==> config.mk <==
export PLATFORM = sky130hd
export DESIGN_NAME = vga_timing_gen
export DESIGN_NICKNAME = d
export VERILOG_FILES = /design/src/rtl/vga_timing_gen.sv
export SDC_FILE = /design/constraint.sdc
export NUM_CORES = 1
export LEC_CHECK = 0
export BUFFER_PORTS_ARGS = -buffer_cell sky130_fd_sc_hd__buf_2
export CAP_MARGIN = 25
export CORE_MARGIN = 2
export CORE_UTILIZATION = 50
export DETAILED_ROUTE_END_ITERATION = 12
export GPL_TIMING_DRIVEN = 0
export PLACE_DENSITY = 0.83
export SYNTH_ARGS = -nofsm -noshare
export SYNTH_HDL_FRONTEND = slang
export SYNTH_SLANG_ARGS = --single-unit
==> constraint.sdc <==
create_clock -name clk_0 -period 1.85 [get_ports clk_0]
set_input_delay 0.185 -clock clk_0 [delete_from_list [all_inputs] [get_ports clk_0]]
set_output_delay 0.185 -clock clk_0 [all_outputs]
set_load 0.03 [all_outputs]
==> src/rtl/vga_timing_gen.sv <==
// vga_timing_gen: VGA raster counters with registered position/blanking decode,
// delayed sync outputs, line/frame strobes and a frame counter.
module vga_timing_gen #(
    parameter int   H_VIDEO    = 640,
    parameter int   H_FP       = 16,
    parameter int   H_SYNC     = 96,
    parameter int   H_BP       = 48,
    parameter int   V_VIDEO    = 480,
    parameter int   V_FP       = 10,
    parameter int   V_SYNC     = 2,
    parameter int   V_BP       = 33,
    parameter logic SYNC_POL   = 1'b0,
    parameter int   SYNC_DELAY = 2
) (
    input  logic       clk_0,
    input  logic       rst,
    input  logic       pix_en,
    output logic [9:0] pixel_x,
    output logic [9:0] pixel_y,
    output logic       video_on,
    output logic       hsync,
    output logic       vsync,
    output logic       line_start,
    output logic       frame_start,
    output logic [7:0] frame_count
);
    localparam int         H_TOTAL  = H_VIDEO + H_FP + H_SYNC + H_BP;
    localparam int         V_TOTAL  = V_VIDEO + V_FP + V_SYNC + V_BP;
    localparam int         SW       = SYNC_DELAY + 1;
    localparam logic [9:0] H_MAX    = 10'(H_TOTAL - 1);
    localparam logic [9:0] V_MAX    = 10'(V_TOTAL - 1);
    localparam logic [9:0] H_VID    = 10'(H_VIDEO);
    localparam logic [9:0] V_VID    = 10'(V_VIDEO);
    localparam logic [9:0] HS_START = 10'(H_VIDEO + H_FP);
    localparam logic [9:0] HS_END   = 10'(H_VIDEO + H_FP + H_SYNC - 1);
    localparam logic [9:0] VS_START = 10'(V_VIDEO + V_FP);
    localparam logic [9:0] VS_END   = 10'(V_VIDEO + V_FP + V_SYNC - 1);

    logic [9:0]    r_h_cnt;
    logic [9:0]    r_v_cnt;
    logic          r_started;
    logic [SW-1:0] r_hs_sr;
    logic [SW-1:0] r_vs_sr;
    logic          w_h_end;
    logic          w_origin;
    logic          w_hs_raw;
    logic          w_vs_raw;

    assign w_h_end  = r_h_cnt == H_MAX;
    assign w_origin = r_h_cnt == 10'd0 && r_v_cnt == 10'd0;
    assign w_hs_raw = (r_h_cnt >= HS_START && r_h_cnt <= HS_END) ? SYNC_POL : ~SYNC_POL;
    assign w_vs_raw = (r_v_cnt >= VS_START && r_v_cnt <= VS_END) ? SYNC_POL : ~SYNC_POL;
    // The top stage of each shift register is the output flop, so depth 0 aligns with pixel_x.
    assign hsync    = r_hs_sr[SYNC_DELAY];
    assign vsync    = r_vs_sr[SYNC_DELAY];

    always_ff @(posedge clk_0) begin
        if (rst) begin
            r_h_cnt     <= '0;
            r_v_cnt     <= '0;
            r_started   <= 1'b0;
            r_hs_sr     <= {SW{~SYNC_POL}};
            r_vs_sr     <= {SW{~SYNC_POL}};
            pixel_x     <= '0;
            pixel_y     <= '0;
            video_on    <= 1'b0;
            line_start  <= 1'b0;
            frame_start <= 1'b0;
            frame_count <= '0;
        end else begin
            line_start  <= 1'b0;
            frame_start <= 1'b0;
            if (pix_en) begin
                pixel_x     <= r_h_cnt;
                pixel_y     <= r_v_cnt;
                video_on    <= r_h_cnt < H_VID && r_v_cnt < V_VID;
                line_start  <= r_h_cnt == 10'd0;
                frame_start <= w_origin;
                r_hs_sr     <= SW'({r_hs_sr, w_hs_raw});
                r_vs_sr     <= SW'({r_vs_sr, w_vs_raw});
                r_started   <= 1'b1;
                // The very first frame after reset is not a completed frame.
                if (w_origin && r_started)
                    frame_count <= frame_count + 8'd1;
                r_h_cnt     <= w_h_end ? 10'd0 : r_h_cnt + 10'd1;
                if (w_h_end)
                    r_v_cnt <= (r_v_cnt == V_MAX) ? 10'd0 : r_v_cnt + 10'd1;
            end
        end
    end
endmodule

== Word level (Yosys, flattened, before mapping) ==
Cells that the tools add are included.

* Register bits: 58
* Output and inout bits: 33

* Add/subtract/negate cells: 3
* Magnitude comparators: 6
* Eq/ne operators: 2
* Muxes and demuxes: 4
* Bitwise operators: 1
* Reductions and logical operators: 10

{| class="wikitable"
|+ Operators by type and width
! kind !! count
|-
| 10-bit by 1-bit adder with 10-bit output, second input constant || 2
|-
| 10-bit == test, second input constant || 2
|-
| 10-bit logical NOT || 2
|-
| 10-bit 2-to-1 mux || 2
|-
| 10-bit greater-or-equal comparator, second input constant || 1
|-
| 10-bit by 9-bit greater-or-equal comparator with 1-bit output, second input constant || 1
|-
| 10-bit <= comparator, second input constant || 1
|-
| 10-bit by 9-bit <= comparator with 1-bit output, second input constant || 1
|-
| 10-bit less-than comparator, second input constant || 1
|-
| 10-bit by 9-bit less-than comparator with 1-bit output, second input constant || 1
|-
| 8-bit by 1-bit adder with 8-bit output, second input constant || 1
|-
| 1-bit logical AND || 5
|-
| 2-bit AND reduction || 2
|-
| 1-bit 2-to-1 mux || 2
|-
| 2-bit OR reduction || 1
|-
| 1-bit inverter || 1
|}

== Longest topological paths before layout ==
* Depth in word-level cells: 4
* Mapped depth: 7
* Gate-level depth less buffers: 6

== Worst setup path after synthesis ==
OpenSTA, ideal clock, no wires.

* Path type: flip-flop to flip-flop
* From: register r_h_cnt[0]
* To: register r_v_cnt[7]
* Arrival: 1858 ps
* Data required time: 1780 ps
* Slack: -79 ps
* Cell stages (with the launch flop): 6
* Clock period less this slack: 1929 ps
* Path through: dfxtp_1 -> ha_1 -> nand4_2 -> or4b_4 -> or4b_1 -> a21oi_1

* Longest elaborated chain between the ends: 2

{| class="wikitable"
|+ Ends and longest elaborated chain
! element !! line !! text
|-
| start: declaration || 39 || <nowiki>logic [9:0] r_h_cnt;</nowiki>
|-
| start signal: assignment || 85 || <nowiki>r_h_cnt <= w_h_end ? 10'd0 : r_h_cnt + 10'd1;</nowiki>
|-
| 10-bit == test || 49 || <nowiki>assign w_h_end = r_h_cnt == H_MAX;</nowiki>
|-
| 2-bit AND reduction (no line) || n/a ||
|-
| end signal: assignment || 87 || <nowiki>r_v_cnt <= (r_v_cnt == V_MAX) ? 10'd0 : r_v_cnt + 10'd1;</nowiki>
|-
| end: declaration || 40 || <nowiki>logic [9:0] r_v_cnt;</nowiki>
|}

No other way between the ends.
A chain may end at the register's enable or synchronous reset.

== Worst setup path in the final report ==
Ends and elaborated chain as after synthesis.

==> impl_metrics.env <==
export IMPL_timing_rr_start="r_h_cnt[0]$_SDFFE_PP0P_"
export IMPL_synth_largest_area_cell="dfxtp_1"
export IMPL_path_clk_slew_ns=0.06
export IMPL_fillers=435
export IMPL_netlist_area_sq_um=2630
export IMPL_cts_buffers_inserted=9
export IMPL_drt_iter0_drc=177
export IMPL_grtUsageTotal_pct=21.8
export IMPL_crit_family="simple AND/OR/NAND/NOR gates"
export IMPL_setup_viol=3
export IMPL_ys_seq_elements=58
export IMPL_final_max_slew_viol_count=0
export IMPL_layout_nets=349
export IMPL_cts_sinks=58
export IMPL_die_w_um=76.5
export IMPL_syn_area_per_cell_sq_um=9.03
export IMPL_final_area_sq_um=3240
export IMPL_wire_per_inst_um=15.2
export IMPL_h_tree_depth=3
export IMPL_synth_area_top_cells="dfxtp_1 44%, mux2i_1 7.6%, nor2_1 5.3%"
export IMPL_port_buffers=33
export IMPL_dieHeight_um=76.5
export IMPL_post_dp_hpwl_mm=4.02
export IMPL_crit_path_start_kind="register"
export IMPL_synth_cells=291
export IMPL_cts_buffer_depth=2
export IMPL_grt_overflow_total=0
export IMPL_wl_met1_mm=2.69
export IMPL_synth_common_cells="58 x dfxtp_1, 37 x nor2_1, 20 x mux2i_1"
export IMPL_path_buf_inv=0
export IMPL_crit_path_end_kind="register"
export IMPL_yosysMostFrequentCell="dfxtp_1"
export IMPL_grt_max_degree=11
export IMPL_fin_crit_ns=1.87
export IMPL_r2r_end="r_v_cnt[7]$_SDFFE_PP0P_"
export IMPL_worstPathArrival_ns=2.13
export IMPL_gp_congestion=0.862
export IMPL_cap_violations=0
export IMPL_synth_edf_count=0
export IMPL_fin_ws_ns=-0.0177
export IMPL_clkLatencyLatePin_ns=0.34
export IMPL_tightest_slew_ns=0.831
export IMPL_period_share_pct=101
export IMPL_drcViolationCount=0
export IMPL_crit_fanout=4
export IMPL_grt_antenna_before_repair=0
export IMPL_via_per_inst=5.64
export IMPL_violations="setup timing"
export IMPL_clock_skew_final_ns=0.00613
export IMPL_grt_first_pass_wirelength_mm=10.3
export IMPL_ios=36
export IMPL_core_sq_um=5070
export IMPL_hold_path_class="input pin to register"
export IMPL_synthAdderAreaFrac_pct=2.86
export IMPL_max_freq_ghz=0.535
export IMPL_synth_top_family_by_area="simple AND/OR/NAND/NOR gates"
export IMPL_crit_required_ns=2.12
export IMPL_hold_path_cell_count=2
export IMPL_synthArstFlopShare_pct=0
export IMPL_fin_setup_tns_ns=-0.0333
export IMPL_highest_layer="met4"
export IMPL_drive_gt1_share_pct=27.0
export IMPL_p_leak_nw=1.34
export IMPL_wl_mm=6.33
export IMPL_cts_root_buf="clkbuf_8"
export IMPL_rsz0062_at_grt="true"
export IMPL_synth_compound_area_share_pct=9.62
export IMPL_r2r_slack_ns=-0.02
export IMPL_yosysSeqAreaShare_pct=44.2
export IMPL_hold_start="rst"
export IMPL_die_area_sq_um=5850
export IMPL_crit_type="register to register"
export IMPL_hold_path_end="r_hs_sr[2]$_SDFFE_PP1P_"
export IMPL_dp_slack_ns=-0.307
export IMPL_powerDensity_nw_per_um2=776
export IMPL_cts_tree="built"
export IMPL_first_pass_iters=4
export IMPL_cts_hold_buf=0
export IMPL_placed_area_sq_um=2900
export IMPL_path_cells="ha_4 -> nand4_4 -> or4b_4 -> or4b_1 -> a21oi_1"
export IMPL_synth_simple_area_share_pct=27.1
export IMPL_relSlewSlack_pct=44.2
export IMPL_dr_wl_met2_mm=3.12
export IMPL_row_count=26
export IMPL_synth_cell_types=45
export IMPL_start_util_pct=51.8
export IMPL_cp_slowest_cell="or4b_4"
export IMPL_synth_top_area_share_pct=44.2
export IMPL_yosys_most_used_dff="dfxtp_1"
export IMPL_areaGrowthSynthToFinish_pct=23.4
export IMPL_outcome="finished with violations"
export IMPL_dr_wl_met3_um=370
export IMPL_vias=2340
export IMPL_finalPower_mw=2.52
export IMPL_holdWs_ns=0.207
export IMPL_synth_area_mux_share_pct=8.05
export IMPL_first_global_vias=2172
export IMPL_antennaDiodeCount=0
export IMPL_final_antenna_net_count=0
export IMPL_syn_num_nets=300
export IMPL_reg2reg_depth=5
export IMPL_yosys_warnings=0
export IMPL_synth_xor_area_share_pct=3.67
export IMPL_hold_viol_final=0
export IMPL_ir_drop_uv=537
export IMPL_cp_slowest_stage_delay_ns=0.54
## sequential cells by signal, summed over array words and instances, names as in the netlist
register     cells
frame_count      8
frame_start      1
line_start       1
pixel_x         10
pixel_y         10
r_h_cnt         10
r_hs_sr          3
r_started        1
r_v_cnt         10
r_vs_sr          3
video_on         1
## worst max path at each step
stage	start	endpoint	slack [ns]	depth (start not counted)
after floorplan	r_h_cnt[5]$_SDFFE_PP0P_	r_v_cnt[7]$_SDFFE_PP0P_	0.04	5
after global placement	r_v_cnt[4]$_SDFFE_PP0P_	frame_count[3]$_SDFFE_PP0P_	-0.23	4
after detailed placement	r_v_cnt[4]$_SDFFE_PP0P_	frame_count[3]$_SDFFE_PP0P_	-0.31	4
after CTS	r_h_cnt[0]$_SDFFE_PP0P_	r_v_cnt[8]$_SDFFE_PP0P_	0.002	5
after global routing	r_h_cnt[0]$_SDFFE_PP0P_	r_v_cnt[1]$_SDFFE_PP0P_	-0.09	5
final	r_h_cnt[0]$_SDFFE_PP0P_	r_v_cnt[7]$_SDFFE_PP0P_	-0.02	5
## worst reg2reg max path, cell delays in order, from the launching register on
cell,delay [ns]
dfxtp_4,0.37
ha_4,0.17
nand4_4,0.11
or4b_4,0.54
or4b_1,0.47
a21oi_1,0.12
## cells by family after synthesis
kind of cell / count (synthesis)
AND/OR/NAND/NOR: 127
flip-flops: 58
AO/OA/AOI/OAI: 40
buffers and inverters: 28
multiplexers: 21
XOR/XNOR: 11
adder cells (fa/ha/maj): 6
## layout by cell type, fill, tap and decap left out, drive strengths merged, types with 7 or more instances in the layout
| master | netlist | layout |
|---|---|---|
| a21oi | 18 | 18 |
| buf | 10 | 50 |
| clkbuf | 10 | 22 |
| dfxtp | 58 | 58 |
| inv | 8 | 8 |
| mux2i | 20 | 20 |
| nand2 | 11 | 11 |
| nand3 | 17 | 17 |
| nand4 | 10 | 10 |
| nor2 | 37 | 37 |
| nor2b | 7 | 7 |
| nor3 | 9 | 9 |
| o21ai | 7 | 7 |
| xor2 | 7 | 7 |
## timing repair
item,CTS,global route
pin swaps,3,4
resized for setup,19,11
setup endpoints to repair,15,17
setup buffers,6,3
## area by class of cell
cell class | instances | area, sq um | share of cell area [%]
Inverter | 8 | 30.0 | 0.926
Tap cell | 70 | 87.6 | 2.70
Buffer | 16 | 82.6 | 2.55
Timing Repair Buffer | 42 | 233 | 7.18
Multi-Input combinational cell | 205 | 1450 | 44.6
Clock buffer | 14 | 173 | 5.33
Sequential cell | 58 | 1180 | 36.4
Clock inverter | 2 | 10.0 | 0.309
## where the power goes
part	switching [mW]	internal (mW)	leakage, nW
Combinational	0.102	0.0569	0.771
Sequential	0.0134	1.27	0.476
Clock	0.486	0.592	0.0965
## stage by stage
step	utilization, %	instances
4_1_cts	62.3	413
3_5_place_dp	57.1	394
5_1_grt	63.9	415
2_1_floorplan	-	291
3_3_place_gp	57.1	394
6_report	63.9	415
## per-layer routing
| layer | GRT usage [%] | vias up |
|---|---|---|
| li1 | - | 1139 |
| met1 | 27.3 | 1108 |
| met2 | 35.0 | 74 |
| met3 | 5.69 | 19 |
| met4 | 10.5 | 0 |
| met5 | 0 | - |
Note: power is estimated with default switching activity, not from simulation.
